File: src/rtl/cptra_ss_rst_seq_pkg.sv
// cptra_ss_rst_seq_pkg: shared types and defaults for the subsystem reset sequencer.
// Holds the FSM state encoding, default delays, counter width and a saturating helper.
package cptra_ss_rst_seq_pkg;

    localparam int unsigned CNT_W            = 16;
    localparam int unsigned FABRIC_DLY_DEF   = 4;
    localparam int unsigned CPTRA_DLY_DEF    = 16;
    localparam int unsigned MCU_DLY_DEF      = 32;
    localparam int unsigned HALT_TIMEOUT_DEF = 256;
    localparam int unsigned MIN_ASSERT_DEF   = 8;

    typedef enum logic [2:0] {
        IDLE       = 3'd0,
        REL_FABRIC = 3'd1,
        REL_CPTRA  = 3'd2,
        REL_MCU    = 3'd3,
        RUN        = 3'd4,
        HALT       = 3'd5,
        ASSERT     = 3'd6
    } seq_state_e;

    function automatic logic [7:0] sat_inc8(input logic [7:0] v);
        return (v == 8'hff) ? v : v + 8'd1;
    endfunction

endpackage

File: src/rtl/cptra_ss_rst_sequencer_if.sv
// cptra_ss_rst_sequencer_if: MCU halt handshake, staged reset outputs and status.
// master = sequencer (drives resets/status/halt req), slave = consumer (drives halt ack).
interface cptra_ss_rst_sequencer_if;

    logic       mcu_halt_ack_i;
    logic       mcu_halt_req_o;
    logic       fabric_rst_b_o;
    logic       cptra_rst_b_o;
    logic       mcu_rst_b_o;
    logic       halt_timeout_o;
    logic [7:0] warm_rst_cnt_o;
    logic [2:0] seq_state_o;

    modport master (
        input  mcu_halt_ack_i,
        output mcu_halt_req_o,
        output fabric_rst_b_o,
        output cptra_rst_b_o,
        output mcu_rst_b_o,
        output halt_timeout_o,
        output warm_rst_cnt_o,
        output seq_state_o
    );

    modport slave (
        output mcu_halt_ack_i,
        input  mcu_halt_req_o,
        input  fabric_rst_b_o,
        input  cptra_rst_b_o,
        input  mcu_rst_b_o,
        input  halt_timeout_o,
        input  warm_rst_cnt_o,
        input  seq_state_o
    );

endinterface

File: src/rtl/caliptra_2ff_sync.sv
// caliptra_2ff_sync: two-flop synchronizer, both flops cleared by rst_b.
// Ports: clk, rst_b (async active-low), d (async in), q (synchronized out).
module caliptra_2ff_sync (
    input  logic clk,
    input  logic rst_b,
    input  logic d,
    output logic q
);

    logic s1;

    always_ff @(posedge clk or negedge rst_b) begin
        if (!rst_b) begin
            s1 <= 1'b0;
            q  <= 1'b0;
        end else begin
            s1 <= d;
            q  <= s1;
        end
    end

endmodule

File: src/rtl/cptra_ss_rst_sequencer.sv
// cptra_ss_rst_sequencer: staged fabric/Caliptra/MCU reset release with MCU halt handshake.
// Ports: clk, cptra_pwrgood (cold, async low), cptra_rst_b (warm request), bus (master).
module cptra_ss_rst_sequencer
    import cptra_ss_rst_seq_pkg::*;
#(
    parameter int unsigned FABRIC_DLY   = FABRIC_DLY_DEF,
    parameter int unsigned CPTRA_DLY    = CPTRA_DLY_DEF,
    parameter int unsigned MCU_DLY      = MCU_DLY_DEF,
    parameter int unsigned HALT_TIMEOUT = HALT_TIMEOUT_DEF,
    parameter int unsigned MIN_ASSERT   = MIN_ASSERT_DEF
) (
    input  logic                     clk,
    input  logic                     cptra_pwrgood,
    input  logic                     cptra_rst_b,
    cptra_ss_rst_sequencer_if.master bus
);

    localparam int unsigned CNT_MAX = 2 ** CNT_W;

    if (FABRIC_DLY < 1 || FABRIC_DLY >= CNT_MAX) begin : g_bad_fab
        $error("FABRIC_DLY out of range");
    end
    if (CPTRA_DLY < 1 || CPTRA_DLY >= CNT_MAX) begin : g_bad_cptra
        $error("CPTRA_DLY out of range");
    end
    if (MCU_DLY < 1 || MCU_DLY >= CNT_MAX) begin : g_bad_mcu
        $error("MCU_DLY out of range");
    end
    if (HALT_TIMEOUT < 1 || HALT_TIMEOUT >= CNT_MAX) begin : g_bad_to
        $error("HALT_TIMEOUT out of range");
    end
    if (MIN_ASSERT < 1 || MIN_ASSERT >= CNT_MAX) begin : g_bad_ma
        $error("MIN_ASSERT out of range");
    end

    localparam logic [CNT_W-1:0] FAB_END = CNT_W'(FABRIC_DLY - 1);
    localparam logic [CNT_W-1:0] CPT_END = CNT_W'(CPTRA_DLY - 1);
    localparam logic [CNT_W-1:0] MCU_END = CNT_W'(MCU_DLY - 1);
    localparam logic [CNT_W-1:0] TO_END  = CNT_W'(HALT_TIMEOUT - 1);
    localparam logic [CNT_W-1:0] MA_END  = CNT_W'(MIN_ASSERT - 1);

    seq_state_e       state_q, state_d;
    logic [CNT_W-1:0] cnt_q;
    logic             req_sync;
    logic             set_to;
    logic             fab_d, cpt_d, mcu_d, halt_d;
    logic             fab_q, cpt_q, mcu_q, halt_q;
    logic             to_q;
    logic [7:0]       wcnt_q;

    caliptra_2ff_sync u_req_sync (
        .clk   (clk),
        .rst_b (cptra_pwrgood),
        .d     (cptra_rst_b),
        .q     (req_sync)
    );

    // A warm request dropping while the MCU is still held skips the halt
    // handshake; the drop takes priority over the dwell exit.
    always_comb begin
        state_d = state_q;
        set_to  = 1'b0;
        unique case (state_q)
            IDLE: begin
                if (req_sync) state_d = REL_FABRIC;
            end
            REL_FABRIC: begin
                if (!req_sync)            state_d = ASSERT;
                else if (cnt_q == FAB_END) state_d = REL_CPTRA;
            end
            REL_CPTRA: begin
                if (!req_sync)            state_d = ASSERT;
                else if (cnt_q == CPT_END) state_d = REL_MCU;
            end
            REL_MCU: begin
                if (!req_sync)            state_d = ASSERT;
                else if (cnt_q == MCU_END) state_d = RUN;
            end
            RUN: begin
                if (!req_sync) state_d = HALT;
            end
            HALT: begin
                if (bus.mcu_halt_ack_i) begin
                    state_d = ASSERT;
                end else if (cnt_q == TO_END) begin
                    state_d = ASSERT;
                    set_to  = 1'b1;
                end
            end
            ASSERT: begin
                if (cnt_q == MA_END) state_d = IDLE;
            end
            default: state_d = IDLE;
        endcase
    end

    // Outputs decoded from the next state so they switch on the same edge
    // as the state register.
    always_comb begin
        fab_d  = (state_d == REL_CPTRA) || (state_d == REL_MCU) ||
                 (state_d == RUN) || (state_d == HALT);
        cpt_d  = (state_d == REL_MCU) || (state_d == RUN) ||
                 (state_d == HALT);
        mcu_d  = (state_d == RUN) || (state_d == HALT);
        halt_d = (state_d == HALT);
    end

    always_ff @(posedge clk or negedge cptra_pwrgood) begin
        if (!cptra_pwrgood) begin
            state_q <= IDLE;
            cnt_q   <= '0;
            fab_q   <= 1'b0;
            cpt_q   <= 1'b0;
            mcu_q   <= 1'b0;
            halt_q  <= 1'b0;
            to_q    <= 1'b0;
            wcnt_q  <= 8'd0;
        end else begin
            state_q <= state_d;
            cnt_q   <= (state_d != state_q) ? '0 : cnt_q + CNT_W'(1);
            fab_q   <= fab_d;
            cpt_q   <= cpt_d;
            mcu_q   <= mcu_d;
            halt_q  <= halt_d;
            if (set_to) to_q <= 1'b1;
            if (state_d == ASSERT && state_q != ASSERT)
                wcnt_q <= sat_inc8(wcnt_q);
        end
    end

    assign bus.mcu_halt_req_o = halt_q;
    assign bus.fabric_rst_b_o = fab_q;
    assign bus.cptra_rst_b_o  = cpt_q;
    assign bus.mcu_rst_b_o    = mcu_q;
    assign bus.halt_timeout_o = to_q;
    assign bus.warm_rst_cnt_o = wcnt_q;
    assign bus.seq_state_o    = state_q;

endmodule

File: src/flat_wrapper.sv
// flat-port wrapper written by rule: the top's interface ports become plain ports
module cptra_ss_rst_sequencer_flat import cptra_ss_rst_seq_pkg::*;
#(
    parameter int unsigned FABRIC_DLY   = FABRIC_DLY_DEF,
    parameter int unsigned CPTRA_DLY    = CPTRA_DLY_DEF,
    parameter int unsigned MCU_DLY      = MCU_DLY_DEF,
    parameter int unsigned HALT_TIMEOUT = HALT_TIMEOUT_DEF,
    parameter int unsigned MIN_ASSERT   = MIN_ASSERT_DEF
)
  (clk, cptra_pwrgood, cptra_rst_b, bus_mcu_halt_ack_i, bus_mcu_halt_req_o, bus_fabric_rst_b_o, bus_cptra_rst_b_o, bus_mcu_rst_b_o, bus_halt_timeout_o, bus_warm_rst_cnt_o, bus_seq_state_o);
  cptra_ss_rst_sequencer_if bus_i ();
  input  logic clk;
  input  logic cptra_pwrgood;
  input  logic cptra_rst_b;
  input wire logic [$bits(bus_i.mcu_halt_ack_i)-1:0] bus_mcu_halt_ack_i;
  output wire logic [$bits(bus_i.mcu_halt_req_o)-1:0] bus_mcu_halt_req_o;
  output wire logic [$bits(bus_i.fabric_rst_b_o)-1:0] bus_fabric_rst_b_o;
  output wire logic [$bits(bus_i.cptra_rst_b_o)-1:0] bus_cptra_rst_b_o;
  output wire logic [$bits(bus_i.mcu_rst_b_o)-1:0] bus_mcu_rst_b_o;
  output wire logic [$bits(bus_i.halt_timeout_o)-1:0] bus_halt_timeout_o;
  output wire logic [$bits(bus_i.warm_rst_cnt_o)-1:0] bus_warm_rst_cnt_o;
  output wire logic [$bits(bus_i.seq_state_o)-1:0] bus_seq_state_o;
  assign bus_i.mcu_halt_ack_i = bus_mcu_halt_ack_i;
  assign bus_mcu_halt_req_o = bus_i.mcu_halt_req_o;
  assign bus_fabric_rst_b_o = bus_i.fabric_rst_b_o;
  assign bus_cptra_rst_b_o = bus_i.cptra_rst_b_o;
  assign bus_mcu_rst_b_o = bus_i.mcu_rst_b_o;
  assign bus_halt_timeout_o = bus_i.halt_timeout_o;
  assign bus_warm_rst_cnt_o = bus_i.warm_rst_cnt_o;
  assign bus_seq_state_o = bus_i.seq_state_o;
  cptra_ss_rst_sequencer #(.FABRIC_DLY(FABRIC_DLY), .CPTRA_DLY(CPTRA_DLY), .MCU_DLY(MCU_DLY), .HALT_TIMEOUT(HALT_TIMEOUT), .MIN_ASSERT(MIN_ASSERT)) u_core (.clk(clk), .cptra_pwrgood(cptra_pwrgood), .cptra_rst_b(cptra_rst_b), .bus(bus_i));
endmodule
File: config.mk
export PLATFORM = sky130hd
export DESIGN_NAME = cptra_ss_rst_sequencer_flat
export DESIGN_NICKNAME = d
export VERILOG_FILES = /design/src/rtl/cptra_ss_rst_seq_pkg.sv /design/src/rtl/cptra_ss_rst_sequencer_if.sv /design/src/rtl/caliptra_2ff_sync.sv /design/src/rtl/cptra_ss_rst_sequencer.sv /design/src/flat_wrapper.sv
export SDC_FILE = /design/constraint.sdc
export NUM_CORES = 1
export LEC_CHECK = 0
export CAP_MARGIN = 20
export CELL_PAD_IN_SITES_DETAIL_PLACEMENT = 2
export CELL_PAD_IN_SITES_GLOBAL_PLACEMENT = 2
export CORE_MARGIN = 3
export CORE_UTILIZATION = 40
export DETAILED_ROUTE_END_ITERATION = 12
export DONT_BUFFER_PORTS = 1
export GPL_ROUTABILITY_DRIVEN = 0
export GPL_TIMING_DRIVEN = 0
export PLACE_DENSITY_LB_ADDON = 0.1
export SLEW_MARGIN = 30
export SYNTH_ARGS = -nofsm -noshare
export SYNTH_HDL_FRONTEND = slang
export SYNTH_SLANG_ARGS = --single-unit
File: constraint.sdc
create_clock -name clk -period 3 [get_ports clk]
set_input_delay 0.6 -clock clk [delete_from_list [all_inputs] [get_ports clk]]
set_output_delay 0.6 -clock clk [all_outputs]
set_load 0.05 [all_outputs]
==> reports/qor.yml, run 1 <==
run_status:
  status: "finished clean"
power:
  p_int_mw: 0.9646
  p_leak_nw: 0.8725
  combPwrFrac: 0.337
  p_sw_mw: 0.9152
  powerDensity_nw_per_um2: 943.1
  swShare: 0.4869
  ir_worst_vdd_uv: 409.5
  clkPwrFrac: 0.176
  power.total_mw: 1.880
  seq_power_share: 0.487
layout:
  final_net_count: 196
  fin_util: 0.4777
  diodes: 0
  drive_above_1_share: 0.1005
  syn_to_final_growth_pct: 9.862
  final_cell_mix: "34 x dfrtp_1, 26 x nor2_1, 13 x nand3_1, 12 x nand2_1, 10 x xor2_1"
  mostFrequentLayoutCell: "dfrtp_1"
synth:
  synthArstFlopShare: 1.000
  yosysWarnings: 0
  syn-cell-area_um2: 1814
  synth.largest_area_cell: "dfrtp_1"
  synth_area_leaders: "dfrtp_1 47%, nor2_1 5.4%, xor2_1 4.8%"
  yosysTopAreaCellShare: 0.4690
  synth_edf_count: 0
  netlist_instances: 181
  synth_cell_types: 45
  synth_fp_nets: 187
  seq_area_frac_synth: 0.4690
  synth-main-ff-cell: "dfrtp_1"
  syn_avg_cell_area_um2: 10.02
  synth.ff_latch_count: 34
drt:
  drt_iter0_drc: 58
  drc: 0
  viasPerCell: 5.891
  routed_wirelength_um: 4460
  route.vias.total: 1408
  ant_nets: 0
  wl_per_cell_um: 18.66
  dr.pass1.iters: 4
critical_path:
  cp.required_ps: 3170
  path_cells: "ha_1, nor4b_4, and4_1, a31oi_1, nor4_4, nor4b_1, mux2_1"
  r2r_end: "u_core.bus.warm_rst_cnt_o[4]"
  path_max_fanout: 10
  crit_type: "reg -> reg"
  cp-endpoint: "u_core.bus.warm_rst_cnt_o[4]"
  worst_r2r_path_depth: 7
  worst_path_max_delay_cell: "nor4_4"
  crit_start: "u_core.cnt_q[0]"
  worst_ep_arrival_time_ps: 2950
  reg2reg_setup_slack_ps: 210
  startpoint_type: "flip-flop"
  critPathMaxStageDelay_ps: 650
  timing.rr.start: "u_core.cnt_q[0]"
  worst_setup_path_end_kind: "flip-flop"
sta:
  slew_headroom: 0.5639
  finalCriticalPeriod_ps: 2786
  hold_viol: 0
  rsz0062_at_grt: "no"
  tns_ps: 0
  setup_viol: 0
  slew_violations: 0
  worst_pin_slew_ps: 649.3
  fin_crit_sh: 0.9287
  fmax_ghz: 0.3589
  finClkSkew_ps: 5.976
global_route:
  antenna_found_initial: 0
  grt_max_degree: 26
  grt_pass1_wl_um: 7665
  grtUsageTotal: 0.1869
  grt_pass1_vias: 1582
  gr-total-overflow: 0
clock_tree:
  cts_root_buf: "clkbuf_8"
  clk_path_buf_depth: 2
  cts_max_level: 2
  clkTransAtPathRegs_ps: 70
  clkSinkCount: 34
  clk_latency_ps: 280
  numCtsBuffers: 5
  cts_tree: "built"
floorplanning:
  fp.coreArea_um2: 4173
  die_h_um: 73.35
  ios: 20
  fp.dieW_um: 73.35
  num_rows: 23
  start_util: 0.4348
  dieArea_um2: 5379
hold_path:
  hold_path.class: "in -> async"
job:
  cap_violations: 0
placed_design:
  hpwlAfterDp_um: 3292
  port_buffers: 0
[worst max-delay path: cells and delay by family (launching register included)]
| kind | cells | cell delay, ps |
|---|---|---|
| AOI/OAI and AO/OA | 1 | 160 |
| adders and majority gates | 1 | 320 |
| DFF | 1 | 400 |
| muxes | 1 | 350 |
| and+or+nand+nor | 4 | 1440 |
[state kept, by name, indices dropped and copies added, names as in the netlist]
register	count
u_core.u_req_sync.s1	1
u_core.bus.mcu_rst_b_o	1
u_core.u_req_sync.q	1
u_core.bus.halt_timeout_o	1
u_core.bus.mcu_halt_req_o	1
u_core.bus.fabric_rst_b_o	1
u_core.bus.warm_rst_cnt_o	8
u_core.bus.cptra_rst_b_o	1
u_core.cnt_q	16
u_core.bus.seq_state_o	3
[cells by family after synthesis]
| group | Yosys count | synth area share |
|---|---|---|
| fa+ha+maj | 2 | 0.01379 |
| mux | 3 | 0.02069 |
| flops | 34 | 0.4690 |
| compound gates | 22 | 0.08690 |
| xor+xnor | 19 | 0.09172 |
| buf+inv | 13 | 0.02965 |
| simple gates | 88 | 0.2883 |
[power groups by stage]
stage	Sequential (mW)	Clock, mW	Combinational (mW)
floorplan	0.898	0	0.470
global placement	0.922	0	0.578
detailed placement	0.927	0	0.614
CTS	0.919	0.342	0.632
global route	0.936	0.360	0.717
finish	0.915	0.331	0.634
[what timing repair did]
action                                 in CTS  in global routing
hold buffers                                1                  1
endpoints found under the hold margin      25                  9
setup endpoints to repair                   0                 10
resized for setup                           0                  1
setup buffers                               0                  0
[per-layer routing]
metal | wire, µm | GRT usage
met1 | 2016 | 0.2341
met3 | 160 | 0.04378
met5 | 0 | 0
met4 | 65 | 0.06036
met2 | 2217 | 0.3168
[synth_stat cells (2+ instances only)]
library cell   n
o21ai_1        2
a21o_1         2
nand3_1       13
nor2b_1        3
nor4b_1        3
nor2_1        26
and3b_1        2
a31oi_1        2
nand2b_1       2
dfrtp_1       34
nor4_4         3
o21ai_0        4
xor2_1        10
xnor2_1        9
mux2_1         2
nand2_1       12
nand4_1        5
nor4_1         4
nor3_1         3
clkbuf_1       4
inv_1          7
ha_1           2
and3_1         5
[worst min path at each step]
stage / start / to / slack [ps] / cells past startpoint
finish: cptra_pwrgood / u_core.cnt_q[15] / 130 / 1
global route: cptra_pwrgood / u_core.cnt_q[3] / 120 / 1
detailed placement: cptra_pwrgood / u_core.bus.seq_state_o[0] / 310 / 0
CTS: cptra_pwrgood / u_core.bus.warm_rst_cnt_o[0] / 1 / 0
floorplan: cptra_pwrgood / u_core.bus.cptra_rst_b_o / 300 / 0
global placement: cptra_pwrgood / u_core.bus.seq_state_o[0] / 310 / 0
[final cells by class]
class                   instances  area, µm²
plain buffers                   6      27.53
repair buffers                  2      30.03
fillers                       454       2180
clock buffers                   6      82.58
multi-input cells             134      913.4
flip-flops and latches         34      850.8
inverters                       7      26.28
well taps                      50      62.56
[per-stage QoR]
step | setup slack [ps] | hold WS, ps | std cells | instance area (µm²)
6_report | 213.9 | 127.1 | 239 | 1993
5_1_grt | 20.90 | 123.8 | 239 | 1993
4_1_cts | 176.4 | 1.484 | 238 | 1979
3_5_place_dp | 190.3 | 305.2 | 231 | 1877
3_3_place_gp | 299.4 | 305.2 | 231 | 1877
2_1_floorplan | 693.8 | 304.4 | 181 | 1814
Note: power is estimated with default switching activity, not from simulation.
==> run 2, diff against run 1 <==
- CAP_MARGIN: 20 -> 5
==> results of run 2 <==
The final DEF is identical to that of run 1; final timing and power are the same.
